$ cat config.mk
export PLATFORM = sky130hd
export DESIGN_NAME = mdu_sequencer_flat
export DESIGN_NICKNAME = d
export VERILOG_FILES = /design/src/rtl/mdu_pkg.sv /design/src/rtl/mdu_sequencer_if.sv /design/src/rtl/mdu_iter_counter.sv /design/src/rtl/mdu_sequencer.sv /design/src/flat_wrapper.sv
export SDC_FILE = /design/constraint.sdc
export NUM_CORES = 1
export LEC_CHECK = 0
export BUFFER_PORTS_ARGS = -buffer_cell sky130_fd_sc_hd__buf_2
export CAP_MARGIN = 25
export CORE_AREA = 2 2 39 41
export DETAILED_ROUTE_END_ITERATION = 8
export DIE_AREA = 0 0 41 43
export HOLD_SLACK_MARGIN = 0.08
export PLACE_DENSITY = 0.77
export SETUP_SLACK_MARGIN = 0.02
export SLEW_MARGIN = 5
export SYNTH_ARGS = -nofsm -noshare
export SYNTH_HDL_FRONTEND = slang
export SYNTH_SLANG_ARGS = --single-unit
$ cat constraint.sdc
create_clock -name clk -period 3.5 [get_ports clk]
set_input_delay 0.7 -clock clk [delete_from_list [all_inputs] [get_ports clk]]
set_output_delay 0.7 -clock clk [all_outputs]
set_load 0.01 [all_outputs]
$ cat src/rtl/mdu_pkg.sv
// mdu_pkg: shared FSM states, RISC-V M-extension opcodes and opcode decode helpers.
package mdu_pkg;
  typedef enum logic [2:0] {IDLE, LOAD, ITER, FIX, DONE} mdu_state_t;
  localparam logic [2:0] OP_MUL    = 3'b000;
  localparam logic [2:0] OP_MULH   = 3'b001;
  localparam logic [2:0] OP_MULHSU = 3'b010;
  localparam logic [2:0] OP_MULHU  = 3'b011;
  localparam logic [2:0] OP_DIV    = 3'b100;
  localparam logic [2:0] OP_DIVU   = 3'b101;
  localparam logic [2:0] OP_REM    = 3'b110;
  localparam logic [2:0] OP_REMU   = 3'b111;
  function automatic logic isDiv(input logic [2:0] op);
    return !(op inside {OP_MUL, OP_MULH, OP_MULHSU, OP_MULHU});
  endfunction
  function automatic logic isSignedDiv(input logic [2:0] op);
    return op inside {OP_DIV, OP_REM};
  endfunction
  function automatic logic isHighSel(input logic [2:0] op);
    return op inside {OP_MULH, OP_MULHSU, OP_MULHU, OP_REM, OP_REMU};
  endfunction
endpackage

$ cat src/rtl/mdu_sequencer_if.sv
// mdu_sequencer_if: issue handshake and datapath strobes between issue logic, sequencer and datapath.
interface mdu_sequencer_if #(
  parameter int OPCODE_WIDTH = 3,
  parameter int CNT_WIDTH    = 5
);
  logic                    start;
  logic [OPCODE_WIDTH-1:0] opCode;
  logic                    flush;
  logic                    divisorZero;
  logic                    ready;
  logic                    loadRegs;
  logic                    iterEn;
  logic [CNT_WIDTH-1:0]    iterCnt;
  logic                    lastIter;
  logic                    fixEn;
  logic [OPCODE_WIDTH-1:0] opCodeReg;
  logic                    selHigh;
  logic                    done;
  logic                    div0;
  modport master (
    output start, opCode, flush, divisorZero,
    input  ready, loadRegs, iterEn, iterCnt, lastIter, fixEn, opCodeReg, selHigh, done, div0
  );
  modport slave (
    input  start, opCode, flush, divisorZero,
    output ready, loadRegs, iterEn, iterCnt, lastIter, fixEn, opCodeReg, selHigh, done, div0
  );
endinterface

$ cat src/rtl/mdu_iter_counter.sv
// mdu_iter_counter: iteration index, cleared on load, saturating at PAR-1.
module mdu_iter_counter #(
  parameter int PAR       = 32,
  parameter int CNT_WIDTH = $clog2(PAR)
) (
  input  logic                 clk,
  input  logic                 rst,
  input  logic                 i_clr,
  input  logic                 i_en,
  output logic [CNT_WIDTH-1:0] o_cnt,
  output logic                 o_term
);
  logic [CNT_WIDTH-1:0] r_cnt;
  assign o_cnt  = r_cnt;
  assign o_term = r_cnt == CNT_WIDTH'(PAR - 1);
  always_ff @(posedge clk) begin
    if (rst || i_clr) r_cnt <= '0;
    else if (i_en && !o_term) r_cnt <= r_cnt + CNT_WIDTH'(1);
  end
endmodule

$ cat src/rtl/mdu_sequencer.sv
// mdu_sequencer: control FSM for the iterative radix-2 multiply/divide unit.
// Define MDU_DIV0_BYPASS_EN to skip iterations on divide-by-zero and flag div0.
module mdu_sequencer
  import mdu_pkg::*;
#(
  parameter int PAR          = 32,
  parameter int OPCODE_WIDTH = 3,
  parameter int CNT_WIDTH    = $clog2(PAR)
) (
  input logic            clk,
  input logic            rst,
  mdu_sequencer_if.slave bus
);
  mdu_state_t              r_state, w_next;
  logic [OPCODE_WIDTH-1:0] r_op;
  logic                    r_sel;
  logic                    w_accept, w_term, w_bypass;
  logic [CNT_WIDTH-1:0]    w_cnt;
  assign w_accept = r_state == IDLE && bus.start && !bus.flush;
`ifdef MDU_DIV0_BYPASS_EN
  logic r_div0;
  assign w_bypass = isDiv(r_op) && bus.divisorZero;
  always_ff @(posedge clk) begin
    if (rst || w_accept) r_div0 <= 1'b0;
    else if (r_state == LOAD) r_div0 <= w_bypass;
  end
  assign bus.div0 = r_state == DONE && r_div0;
`else
  assign w_bypass = bus.divisorZero & 1'b0;
  assign bus.div0 = 1'b0;
`endif
  always_ff @(posedge clk) begin
    if (rst) begin
      r_state <= IDLE;
      r_op    <= '0;
      r_sel   <= 1'b0;
    end else begin
      r_state <= w_next;
      if (w_accept) begin
        r_op  <= bus.opCode;
        r_sel <= isHighSel(bus.opCode);
      end
    end
  end
  always_comb begin
    w_next = IDLE;
    unique case (r_state)
      IDLE:    w_next = w_accept ? LOAD : IDLE;
      LOAD:    w_next = bus.flush ? IDLE : w_bypass ? DONE : ITER;
      ITER:    w_next = bus.flush ? IDLE : !w_term ? ITER : isSignedDiv(r_op) ? FIX : DONE;
      FIX:     w_next = bus.flush ? IDLE : DONE;
      default: w_next = IDLE;
    endcase
  end
  mdu_iter_counter #(.PAR(PAR), .CNT_WIDTH(CNT_WIDTH)) u_cnt (
    .clk    (clk),
    .rst    (rst),
    .i_clr  (r_state == LOAD),
    .i_en   (r_state == ITER),
    .o_cnt  (w_cnt),
    .o_term (w_term)
  );
  assign bus.ready     = r_state == IDLE;
  assign bus.loadRegs  = r_state == LOAD;
  assign bus.iterEn    = r_state == ITER;
  assign bus.iterCnt   = w_cnt;
  assign bus.lastIter  = r_state == ITER && w_term;
  assign bus.fixEn     = r_state == FIX;
  assign bus.done      = r_state == DONE;
  assign bus.opCodeReg = r_op;
  assign bus.selHigh   = r_sel;
endmodule

$ cat src/flat_wrapper.sv
// flat-port wrapper written by rule: the top's interface ports become plain ports
module mdu_sequencer_flat import mdu_pkg::*;
#(
  parameter int PAR          = 32,
  parameter int OPCODE_WIDTH = 3,
  parameter int CNT_WIDTH    = $clog2(PAR)
)
  (clk, rst, bus_start, bus_opCode, bus_flush, bus_divisorZero, bus_ready, bus_loadRegs, bus_iterEn, bus_iterCnt, bus_lastIter, bus_fixEn, bus_opCodeReg, bus_selHigh, bus_done, bus_div0);
  mdu_sequencer_if #(.OPCODE_WIDTH(OPCODE_WIDTH), .CNT_WIDTH(CNT_WIDTH)) bus_i ();
  input logic clk;
  input logic rst;
  input wire logic [$bits(bus_i.start)-1:0] bus_start;
  input wire logic [$bits(bus_i.opCode)-1:0] bus_opCode;
  input wire logic [$bits(bus_i.flush)-1:0] bus_flush;
  input wire logic [$bits(bus_i.divisorZero)-1:0] bus_divisorZero;
  output wire logic [$bits(bus_i.ready)-1:0] bus_ready;
  output wire logic [$bits(bus_i.loadRegs)-1:0] bus_loadRegs;
  output wire logic [$bits(bus_i.iterEn)-1:0] bus_iterEn;
  output wire logic [$bits(bus_i.iterCnt)-1:0] bus_iterCnt;
  output wire logic [$bits(bus_i.lastIter)-1:0] bus_lastIter;
  output wire logic [$bits(bus_i.fixEn)-1:0] bus_fixEn;
  output wire logic [$bits(bus_i.opCodeReg)-1:0] bus_opCodeReg;
  output wire logic [$bits(bus_i.selHigh)-1:0] bus_selHigh;
  output wire logic [$bits(bus_i.done)-1:0] bus_done;
  output wire logic [$bits(bus_i.div0)-1:0] bus_div0;
  assign bus_i.start = bus_start;
  assign bus_i.opCode = bus_opCode;
  assign bus_i.flush = bus_flush;
  assign bus_i.divisorZero = bus_divisorZero;
  assign bus_ready = bus_i.ready;
  assign bus_loadRegs = bus_i.loadRegs;
  assign bus_iterEn = bus_i.iterEn;
  assign bus_iterCnt = bus_i.iterCnt;
  assign bus_lastIter = bus_i.lastIter;
  assign bus_fixEn = bus_i.fixEn;
  assign bus_opCodeReg = bus_i.opCodeReg;
  assign bus_selHigh = bus_i.selHigh;
  assign bus_done = bus_i.done;
  assign bus_div0 = bus_i.div0;
  mdu_sequencer #(.PAR(PAR), .OPCODE_WIDTH(OPCODE_WIDTH), .CNT_WIDTH(CNT_WIDTH)) u_core (.clk(clk), .rst(rst), .bus(bus_i));
endmodule
# == Word level (Yosys, flattened, before mapping) ==
# Index checks and enable logic that the tools add are counted.
# word_totals
ff_bits,12
input_bits,8
# op_classes
n_addsub,1
eq_ne,12
n_mux,7
reduce_logical,10
# ops
operator,n
"3-bit equality test, second input constant",5
"3-bit by 2-bit equality test with 1-bit output, second input constant",4
3-bit 2-to-1 mux,4
3-bit case mux with 4 select lines,1
"3-bit by 1-bit equality test with 1-bit output, second input constant",2
"5-bit by 1-bit adder with 5-bit output, second input constant",1
"5-bit equality test, second input constant",1
5-bit nonzero test,1
1-bit logical AND,4
3-bit logical NOT,1
1-bit logical NOT,2
2-bit 2-to-1 mux,1
2-bit nonzero test,1
1-bit logical OR,1
1-bit 2-to-1 mux,1

# == Longest topological paths before layout ==
# Gate-level depths: netlist (run 1).
# depth
depth_word,6
depth_mapped,6
depth_no_buf,6

# == By module ==
# Synthesis (run 1) repeated with hierarchy kept, for this count alone.
# unflattened
hier_cells,69
hier_area_um2,623.1
# modules_own_cells
mod,instances,cells_each,area_each_um2,seq_area_each_um2
mdu_sequencer,1,43,384.1,140.1
mdu_iter_counter,1,26,239.0,100.1

# == Worst setup path before layout (run 1) ==
# No wires, ideal clock.
# synth_path
path_type,reg2reg
start,"register u_core.u_cnt.r_cnt[0], in the netlist u_core.u_cnt.o_cnt[0]"
end,"register u_core.u_cnt.r_cnt[3], in the netlist u_core.u_cnt.o_cnt[3]"
t_arrival_ns,1.981
required_ns,3.430
slack_ns,1.450
path_stages_with_launch,7
n_path_buf,0
synth_period_minus_slack_ns,2.050
cell_sequence,dfxtp_1 ha_1 and3_1 ha_1 or4b_4 or3_1 a21oi_1
# synth_between
elab_chain_len,3
word_cells_on_any_way,4
# synth_rtl
item,line_no,text
from (decl),mdu_iter_counter.sv:13,logic [CNT_WIDTH-1:0] r_cnt;
from (signal assigned),mdu_iter_counter.sv:18,else if (i_en && !o_term) r_cnt <= r_cnt + CNT_WIDTH'(1);
"parallel branches: the longest is 3 deep, another holds 5-bit by 1-bit adder with 5-bit output",-,
# Several ways; the timed one is not identified.
# A chain may end at the register's enable or synchronous reset.

# == Worst setup path in the final report (run 1) ==
# layout_path
start,"register u_core.u_cnt.r_cnt[0], in the netlist u_core.u_cnt.o_cnt[0]"
end,output bus_lastIter
# layout_between
elab_chain_len,2
# layout_rtl
item,line_no,text
5-bit equality test,mdu_iter_counter.sv:15,assign o_term = r_cnt == CNT_WIDTH'(PAR - 1);
1-bit logical AND,mdu_sequencer.sv:67,assign bus.lastIter = r_state == ITER && w_term;
to (decl),flat_wrapper.sv:20,output wire logic [$bits(bus_i.lastIter)-1:0] bus_lastIter;
# Every way passes these cells.

==> flow_summary_export.csv, run 1 <==
group,metric,value,unit
logic_synthesis,synth_cells,75,
power,vdd_drop_max,0.248,mV
logic_synthesis,synth-edff-count,0,
clocking,cts_hold_buf,0,
sta,tns,0,ps
critical_path,criticalPathCategory,"reg -> out",
clocking,clockBufferDepth,2,
critical_path,cp-end-kind,"output pin",
sta,relSlewSlack,58.8,%
logic_synthesis,synth_area,627,sq um
global_route,grt_pass1_vias,505,
critical_path,critical_path.slowest_cell,"dfxtp_1",
clocking,tritoncts,"yes",
logic_synthesis,yosys-top-cells-area,"dfxtp_1 38%, a21oi_1 8.8%, a31o_2 4.2%",
detailed_routing,drt-met1-wl,559,microns
power,p_leak,0.343,nW
placement,place_hpwl,955,microns
clocking,cts-htree-levels,1,
critical_path,cpLargestDelayFamily,"adder cells",
floorplan,io_pins,24,
sta,setup_viol_count_final,0,
clocking,cts_root_buf,"clkbuf_4",
cells_and_area,area_growth,21.4,%
sta,finalWorstSetupSlack,1170,ps
floorplan,die_area,1760,sq um
cells_and_area,seqCellArea,240,sq um
floorplan,rows,14,
clocking,insertion_delay,280,ps
clocking,cts_setup_buffers,0,
sta,max_slew.worst_pin.slew,609,ps
placement,port_buffers,21,
clocking,cts_made_buffers,3,
status,status,"finished, final reports clean",
detailed_routing,met2_length,594,microns
critical_path,cp.arrival,1630,ps
critical_path,startpoint_type,"flop",
worst_hold_path,hold_depth,2,
sta,period_share,66.6,%
critical_path,critPathRequiredTime,2800,ps
worst_hold_path,hp-class,"reg -> reg",
detailed_routing,ant_nets,0,
cells_and_area,multi_input_area,340,sq um
logic_synthesis,synth_xor_area_share,1.40,%
power,power.density,373,nW/um^2
critical_path,slowest_delay,390,ps
detailed_routing,wl_per_cell,11.1,microns
detailed_routing,drtIter0Drc,5,
sta,period_needed,2330,ps
logic_synthesis,netlist.area_leader.share,38.3,%
logic_synthesis,synth_fa_ha_area_share,3.99,%
detailed_routing,top_layer,"met4",
global_route,gr-total-overflow,0,
cells_and_area,fin_util,55.0,%
run,maxCapViolCount,0,
global_route,grt_first_pass_wirelength,2080,microns
global_route,antenna_found_initial,0,
logic_synthesis,ys_warn_count,0,
logic_synthesis,muxShareOfSynthArea,0,%
cells_and_area,nFillCells,141,
logic_synthesis,avgSynthCellArea,8.36,sq um
floorplan,core_area,1380,sq um
critical_path,path_cells,"ha_1 -> and3_1 -> ha_1 -> inv_1 -> nor3_1 -> buf_2",
detailed_routing,viasPerCell,5.25,
detailed_routing,met3_length,62,microns
critical_path,path_common_cell,"ha_1",
critical_path,cp.depth,6,
clocking,clkTransAtPathRegs,80,ps
logic_synthesis,synth_nets,85,
critical_path,path_buf_inv,2,
floorplan,initial_core_util,45.3,%
sta,timing.fmax,429,MHz
logic_synthesis,ys_seq_elements,12,
placement,gp_congestion,0.729,
placement,pre_cts_slack,1400,ps
logic_synthesis,synth_compound_area_share,18.2,%
logic_synthesis,synthTopCellsByCount,"12 x dfxtp_1, 11 x a21oi_1, 5 x inv_1",
detailed_routing,wl,1250,microns
logic_synthesis,synth.distinct_cells,30,
logic_synthesis,synth_top_family_by_area,"simple AND/OR/NAND/NOR gates",
power,total_power,0.284,mW
floorplan,die_w,41,microns
sta,rsz0062_at_grt,"no",
clocking,ctsResizeCount,0,
global_route,gr-usage-all-layers,17.7,%
sta,finalClockSkew,2.64,ps
placement,placed_area,724,sq um
critical_path,r2r_cells,6,
logic_synthesis,async_flop_share,0,%
cells_and_area,final_layout_size_suffix_gt1_share,32.3,%
cells_and_area,final_area,761,sq um
floorplan,die_y,43,microns
logic_synthesis,yosys.area.top_type,"dfxtp_1",
critical_path,path_max_fanout,5,
detailed_routing,drt_pass1_iterations,4,
logic_synthesis,synthSimpleGateAreaFrac,30.1,%
sta,finalHoldViolCount,0,
sta,slew_violations,0,
logic_synthesis,ys.flop_type,"dfxtp_1",
clocking,clock-sinks,12,
cells_and_area,fin_nets,107,
logic_synthesis,synth.most_common_cell,"dfxtp_1",
detailed_routing,vias,588,
detailed_routing,drc,0,
cells_and_area,num_antenna_cells,0,
logic_synthesis,ys_seq_area_share,38.3,%
global_route,grt_start_max_net_pins,11,
-- path summary, 6_finish.rpt --
kind,from,to,slack [ps]
hold reg to reg,u_core.u_cnt.o_cnt[4]$_SDFFE_PP0P_,u_core.u_cnt.o_cnt[4]$_SDFFE_PP0P_,480
setup reg to reg,u_core.u_cnt.o_cnt[0]$_SDFFE_PP0P_,u_core.u_cnt.o_cnt[2]$_SDFFE_PP0P_,1380
setup / recovery,u_core.u_cnt.o_cnt[0]$_SDFFE_PP0P_,bus_lastIter,1170
hold / removal,u_core.u_cnt.o_cnt[4]$_SDFFE_PP0P_,u_core.u_cnt.o_cnt[4]$_SDFFE_PP0P_,480
-- placed cells by master, fill, tap and decap left out, types with 2 or more instances in the layout --
| master | synthesis | layout |
|---|---|---|
| ha_1 | 2 | 2 |
| nor3b_1 | 3 | 3 |
| or3_1 | 2 | 2 |
| nand2b_1 | 4 | 4 |
| nor4b_1 | 2 | 2 |
| a31o_2 | 3 | 3 |
| o21a_1 | 2 | 2 |
| clkbuf_4 | 0 | 3 |
| nand2_1 | 4 | 4 |
| dfxtp_1 | 12 | 12 |
| o21ai_0 | 2 | 2 |
| a21oi_1 | 11 | 11 |
| nor3_1 | 3 | 3 |
| nor2_1 | 4 | 4 |
| inv_1 | 5 | 5 |
| buf_2 | 1 | 21 |
-- sequential cells by signal, summed over array words and instances (netlist names) --
| signal | count |
|---|---|
| u_core.bus.opCodeReg | 3 |
| u_core.r_state | 3 |
| u_core.bus.selHigh | 1 |
| u_core.u_cnt.o_cnt | 5 |
-- kinds of logic (layout without fill, tap and decap cells) --
family,count (synthesis),count (layout)
flip-flops,12,12
other,1,1
adder cells (fa/ha/maj),2,2
AO/OA/AOI/OAI,19,19
AND/OR/NAND/NOR,31,31
buffers and inverters,9,30
XOR/XNOR,1,1
-- cell type report --
type / instances / area share (%)
Timing Repair Buffer: 21 / 13.8
Inverter: 5 / 2.47
Multi-Input combinational cell: 54 / 44.7
Sequential cell: 12 / 31.6
Clock buffer: 4 / 4.77
Tap cell: 16 / 2.63
-- through the flow --
step	hold WS, ps	instances
floorplan	495	75
global placement	464	108
detailed placement	474	108
CTS	485	112
global route	505	112
finish	485	112
-- power by group --
group	switching, mW	internal (mW)
clock network	0.0490	0.0633
logic	0.0153	0.0131
registers	0.00345	0.140
total	0.0677	0.216
-- worst register-to-register path: stages (launching register included) --
cell,delay (ps)
dfxtp_1,350
ha_1,210
and3_1,180
ha_1,230
or4b_4,590
or3_1,340
a21oi_1,160
-- per-layer routing --
metal	vias to the layer above	track usage [%]
li1	300	-
met3	4	3.66
met1	268	21.9
met2	16	25.0
met4	0	14.0
met5	-	0
Note: power is estimated with default switching activity, not from simulation.
==> inputs of run 2 (changes only) <==
--- a/config.mk
+++ b/config.mk
@@ -7,11 +7,11 @@
 export LEC_CHECK = 0
 export BUFFER_PORTS_ARGS = -buffer_cell sky130_fd_sc_hd__buf_2
 export CAP_MARGIN = 25
-export CORE_AREA = 2 2 39 41
+export CORE_MARGIN = 2
+export CORE_UTILIZATION = 41
 export DETAILED_ROUTE_END_ITERATION = 8
-export DIE_AREA = 0 0 41 43
 export HOLD_SLACK_MARGIN = 0.08
-export PLACE_DENSITY = 0.77
+export PLACE_DENSITY = 0.71
 export SETUP_SLACK_MARGIN = 0.02
 export SLEW_MARGIN = 5
 export SYNTH_ARGS = -nofsm -noshare
==> constraint.sdc (replaced) <==
create_clock -name clk -period 2.1 [get_ports clk]
set_input_delay 0.42 -clock clk [delete_from_list [all_inputs] [get_ports clk]]
set_output_delay 0.42 -clock clk [all_outputs]
set_load 0.01 [all_outputs]
==> flow_summary_export.csv, run 2 (synthesized netlist as in run 1, its figures left out) <==
group,metric,value,unit
critical_path,regToRegSetupSlack,110,ps
sta,setup_viol_count_final,0,
power,p_leak,0.361,nW
clocking,insertion_delay,270,ps
cells_and_area,final_layout_size_suffix_gt1_share,37.0,%
detailed_routing,wl,1310,microns
cells_and_area,fin_util,54.0,%
sta,max_slew.worst_pin.slew,574,ps
run,maxCapViolCount,0,
sta,rsz0062_at_grt,"yes",
floorplan,io_pins,24,
worst_hold_path,hp-class,"in -> reg",
cells_and_area,fin_nets,111,
sta,relSlewSlack,61.4,%
critical_path,cp.arrival,1610,ps
status,status,"finished, final reports clean",
clocking,cts_root_buf,"clkbuf_4",
global_route,antenna_found_initial,0,
sta,timing.fmax,493,MHz
floorplan,die_w,43.1,microns
cells_and_area,area_growth,26.7,%
critical_path,critPathRequiredTime,1680,ps
detailed_routing,drt_pass1_iterations,3,
clocking,clockBufferDepth,2,
detailed_routing,drtIter0Drc,2,
placement,gp_congestion,0.716,
critical_path,startpoint_type,"flop",
clocking,clock-sinks,12,
global_route,grt_first_pass_wirelength,2300,microns
global_route,grt_pass1_vias,593,
cells_and_area,mostFrequentLayoutCell,"buf_2",
critical_path,slowest_delay,350,ps
global_route,gr-usage-all-layers,16.3,%
critical_path,r2r_cells,6,
clocking,tritoncts,"yes",
critical_path,timing.rr.end,"u_core.u_cnt.o_cnt[3]$_SDFFE_PP0P_",
placement,port_buffers,21,
clocking,cts_made_buffers,3,
sta,slew_violations,0,
clocking,clkTransAtPathRegs,80,ps
critical_path,critical_path.slowest_cell,"dfxtp_2",
detailed_routing,vias,588,
placement,placed_area,747,sq um
floorplan,die_y,43.1,microns
detailed_routing,drc,0,
floorplan,rows,14,
cells_and_area,final_cell_mix,"21 x buf_2, 11 x a21oi_1, 11 x dfxtp_1",
critical_path,cp-end-kind,"output pin",
cells_and_area,num_antenna_cells,0,
critical_path,cpLargestDelayFamily,"flip-flops",
detailed_routing,viasPerCell,5.07,
global_route,gr-total-overflow,0,
floorplan,die_area,1860,sq um
detailed_routing,wl_per_cell,11.3,microns
sta,timing.hold.ws,366,ps
cells_and_area,final_area,795,sq um
floorplan,initial_core_util,42.6,%
sta,finalHoldViolCount,0,
sta,period_share,96.5,%
global_route,grt_start_max_net_pins,11,
critical_path,worstSetupStartpoint,"u_core.u_cnt.o_cnt[1]$_SDFFE_PP0P_",
critical_path,criticalPathCategory,"reg -> out",
detailed_routing,ant_nets,0,
sta,finalClockSkew,2.72,ps
critical_path,path_cells,"ha_1 -> and3_1 -> ha_2 -> buf_4 -> inv_1 -> nor3_1 -> buf_2",
clocking,cts-htree-levels,1,
cells_and_area,largest_reg_flops,5,
worst_hold_path,hold_depth,2,
power,vdd_drop_max,0.305,mV
power,power.density,594,nW/um^2
critical_path,path_buf_inv,3,
critical_path,r2r-start,"u_core.u_cnt.o_cnt[1]$_SDFFE_PP0P_",
critical_path,path_max_fanout,4,
worst_hold_path,hp-start,"bus_flush",
placement,place_hpwl,991,microns
worst_hold_path,worstHoldEndpoint,"u_core.r_state[2]$_SDFF_PP0_",
sta,period_needed,2030,ps
floorplan,core_area,1470,sq um
## run 2: metrics by stage
step / setup TNS (ps) / setup WS [ps] / total power [mW] / instances
after global routing: -1.18 / -1.18 / 0.493 / 116
after floorplan: 0 / 49.5 / 0.277 / 75
after detailed placement: 0 / 89.0 / 0.293 / 111
after global placement: 0 / 111 / 0.292 / 111
final: 0 / 72.5 / 0.472 / 116
after CTS: 0 / 28.2 / 0.476 / 115
## run 2: final cells by class
cell class	instances	area [sq um]
Timing Repair Buffer	25	135
Sequential cell	12	241
Inverter	5	18.8
Tap cell	16	20.0
Clock buffer	4	36.3
Multi-Input combinational cell	54	343
Fill cell	145	677
## run 2: what timing repair did
action	4_1_cts	5_1_grt
resized for setup	0	2
hold buffers	0	0
setup buffers	0	1
setup endpoints to repair	0	2
## run 2: power breakdown
part	switching [mW]	internal (mW)
clock network	0.0782	0.105
logic	0.0264	0.0232
registers	0.00541	0.233
total	0.110	0.362
## run 2: metal layers
layer,track usage [%],wire [microns],vias to the layer above
met2,27.2,619,16
met5,0,0,-
met4,7.27,9,0
li1,-,-,310
met1,18.8,617,260
met3,5.11,62,2
## run 2: worst max path at each step
stage	endpoint	slack, ps	depth (start not counted)
after detailed placement	u_core.u_cnt.o_cnt[3]$_SDFFE_PP0P_	90	6
after floorplan	u_core.u_cnt.o_cnt[3]$_SDFFE_PP0P_	50	6
after global routing	bus_lastIter	-1	7
after CTS	bus_lastIter	30	7
after global placement	u_core.u_cnt.o_cnt[3]$_SDFFE_PP0P_	110	6
final	bus_lastIter	70	7
## run 2: worst register-to-register path: cells and delay by family (launching register included)
kind,cells,cell delay (ps)
fa+ha+maj,2,360
simple gates,3,1100
flops,1,340
compound gates,1,130
==> inputs of run 3 (changes only) <==
--- a/config.mk
+++ b/config.mk
@@ -5,9 +5,9 @@
 export SDC_FILE = /design/constraint.sdc
 export NUM_CORES = 1
 export LEC_CHECK = 0
+export ABC_AREA = 1
 export BUFFER_PORTS_ARGS = -buffer_cell sky130_fd_sc_hd__buf_2
 export CAP_MARGIN = 25
-export CORE_MARGIN = 2
 export CORE_UTILIZATION = 41
 export DETAILED_ROUTE_END_ITERATION = 8
 export HOLD_SLACK_MARGIN = 0.08
==> flow_summary_export.csv, run 3 <==
group,metric,value,unit
status,status,"finished, final reports clean",
logic_synthesis,synth.most_common_cell,"nand2_1",
power,pwr-share-clk,39.3,%
global_route,use_met2,29.3,%
floorplan,die_area,1700,sq um
logic_synthesis,synthTopCellsByCount,"19 x nand2_1, 12 x dfxtp_1, 12 x inv_1, 12 x nor2_1, 8 x a21oi_1",
detailed_routing,wl,1320,microns
logic_synthesis,synth_top_family_by_area,"simple AND/OR/NAND/NOR gates",
cells_and_area,area_growth,28.9,%
clocking,tritoncts,"yes",
clocking,cts_hold_buf,0,
global_route,antenna_found_initial,0,
logic_synthesis,ys_warn_count,0,
cells_and_area,largest_reg_flops,5,
sta,period_needed,1930,ps
logic_synthesis,muxShareOfSynthArea,0,%
cells_and_area,fin_nets,126,
sta,finalHoldViolCount,0,
power,p_sw,0.123,mW
placement,pre_cts_slack,315,ps
power,power.internal,0.360,mW
clocking,clkTransAtPathRegs,80,ps
placement,place_hpwl,1020,microns
clocking,insertion_delay,280,ps
power,swShare,25.5,%
logic_synthesis,avgSynthCellArea,7.02,sq um
detailed_routing,ant_nets,0,
cells_and_area,nFillCells,142,
critical_path,critical_path.slowest_cell,"dfxtp_4",
cells_and_area,final_cell_mix,"21 x buf_2, 19 x nand2_1, 12 x inv_1, 12 x nor2_1, 10 x dfxtp_1",
logic_synthesis,ys_seq_elements,12,
floorplan,core_area,1370,sq um
clocking,cts_made_buffers,3,
global_route,grt-busiest-layer,"met2",
clocking,cts_root_buf,"clkbuf_4",
logic_synthesis,yosys.area.top_type,"dfxtp_1",
logic_synthesis,synth_compound_area_share,9.90,%
sta,tns,0,ps
global_route,grt_first_pass_wirelength,2020,microns
critical_path,critPathRequiredTime,1680,ps
sta,slew_violations,0,
critical_path,startpoint_type,"flop",
detailed_routing,drc,0,
sta,finalWorstSetupSlack,167,ps
global_route,gr-usage-all-layers,18.9,%
critical_path,path_max_fanout,5,
power,power.density,594,nW/um^2
logic_synthesis,synthSimpleGateAreaFrac,36.0,%
critical_path,path_cells,"ha_4 -> nand2_1 -> nor2_1 -> ha_2 -> inv_1 -> nor2_2 -> buf_2",
floorplan,rows,13,
cells_and_area,final_layout_size_suffix_gt1_share,36.5,%
floorplan,io_pins,24,
sta,setup_viol_count_final,0,
placement,gp_congestion,0.707,
detailed_routing,drtIter0Drc,9,
critical_path,cp.arrival,1510,ps
power,pwr-share-comb,11.3,%
sta,timing.hold.ws,341,ps
floorplan,initial_core_util,46.2,%
global_route,met3_usage,9.78,%
global_route,grt_start_max_net_pins,8,
placement,dp_cells,125,
critical_path,criticalPathCategory,"reg -> out",
clocking,clock-sinks,12,
logic_synthesis,synth-edff-count,0,
logic_synthesis,synth_cells,90,
sta,period_share,92.0,%
logic_synthesis,yosys-top-cells-area,"dfxtp_1 38%, nand2_1 11%, inv_1 7.1%",
logic_synthesis,synth.distinct_cells,20,
power,p_leak,0.394,nW
clocking,cts-htree-levels,1,
global_route,grt_pass1_vias,507,
logic_synthesis,netlist.area_leader.share,38.0,%
sta,finalClockSkew,5.57,ps
detailed_routing,vias,617,
power,vdd_drop_max,0.347,mV
global_route,grt_use_met1,21.8,%
sta,timing.fmax,517,MHz
critical_path,slowest_delay,380,ps
logic_synthesis,synth_area,632,sq um
logic_synthesis,ys_seq_area_share,38.0,%
worst_hold_path,hp-class,"in -> reg",
logic_synthesis,synth_nets,100,
cells_and_area,mostFrequentLayoutCell,"buf_2",
detailed_routing,drt_pass1_iterations,4,
detailed_routing,viasPerCell,4.75,
detailed_routing,wl_per_cell,10.1,microns
critical_path,cp-end-kind,"output pin",
placement,port_buffers,21,
run,maxCapViolCount,0,
logic_synthesis,ys.flop_type,"dfxtp_1",
power,total_power,0.483,mW
logic_synthesis,async_flop_share,0,%
logic_synthesis,synth_xor_area_share,1.39,%
cells_and_area,layout.cells.non_filler,130,
logic_synthesis,synth_fa_ha_area_share,3.96,%
global_route,gr-total-overflow,0,
clocking,clockBufferDepth,2,
floorplan,die_w,41.3,microns
power,seq_power_share,49.3,%
sta,rsz0062_at_grt,"no",
cells_and_area,num_antenna_cells,0,
floorplan,die_y,41.3,microns
run 3: cell families (layout without fill, tap and decap cells):
group,Yosys count,count (layout)
flops,12,12
xor+xnor,1,1
compound gates,12,12
other cells,1,1
simple gates,46,46
buf+inv,16,41
fa+ha+maj,2,2
run 3: through the flow:
stage	cell area (sq um)	utilization, %
floorplan	632	-
global placement	748	54.8
detailed placement	748	54.8
CTS	786	57.5
global route	815	59.6
finish	815	59.6
run 3: what timing repair did:
action                                  in CTS  in global routing
hold endpoints to repair                     0                  0
buffers inserted                             0                  1
gates resized for setup                      1                  6
pin swaps                                    0                  2
endpoints found under the setup margin       1                  1
run 3: path summary, 6_finish.rpt:
path / to / slack [ps] / cells after the start / startpoint
hold reg to reg: u_core.bus.opCodeReg[1]$_SDFFE_PP0P_ / 470 / 2 / u_core.bus.opCodeReg[1]$_SDFFE_PP0P_
hold / removal: u_core.r_state[0]$_SDFF_PP0_ / 340 / 2 / rst
setup reg to reg: u_core.u_cnt.o_cnt[2]$_SDFFE_PP0P_ / 740 / 8 / u_core.u_cnt.o_cnt[0]$_SDFFE_PP0P_
setup / recovery: bus_lastIter / 170 / 7 / u_core.u_cnt.o_cnt[0]$_SDFFE_PP0P_
run 3: area by class of cell:
class	instances	area (sq um)	area share (%)
repair buffers	22	113	13.8
well taps	15	18.8	2.30
inverters	15	56.3	6.91
flip-flops and latches	12	248	30.4
clock buffers	4	36.3	4.45
multi-input cells	62	343	42.1
run 3: metal layers:
layer / vias to the layer above / part of all wire, %
met5: - / 0
met4: 0 / 1.4
met3: 3 / 5.9
met2: 16 / 49
met1: 269 / 44
li1: 329 / -
run 3: critical path: cells and delay by family (launching register included):
| kind | cells | cell delay (ps) |
|---|---|---|
| adders and majority gates | 2 | 360 |
| DFF | 1 | 380 |
| and+or+nand+nor | 3 | 270 |
| buffers and inverters | 2 | 220 |
run 3: power groups by stage:
stage	Combinational, mW	Sequential (mW)	Clock, mW
after CTS	0.0543	0.240	0.198
after global routing	0.0624	0.240	0.207
after floorplan	0.0326	0.247	0
after detailed placement	0.0540	0.246	0
after global placement	0.0527	0.245	0
final	0.0548	0.239	0.190
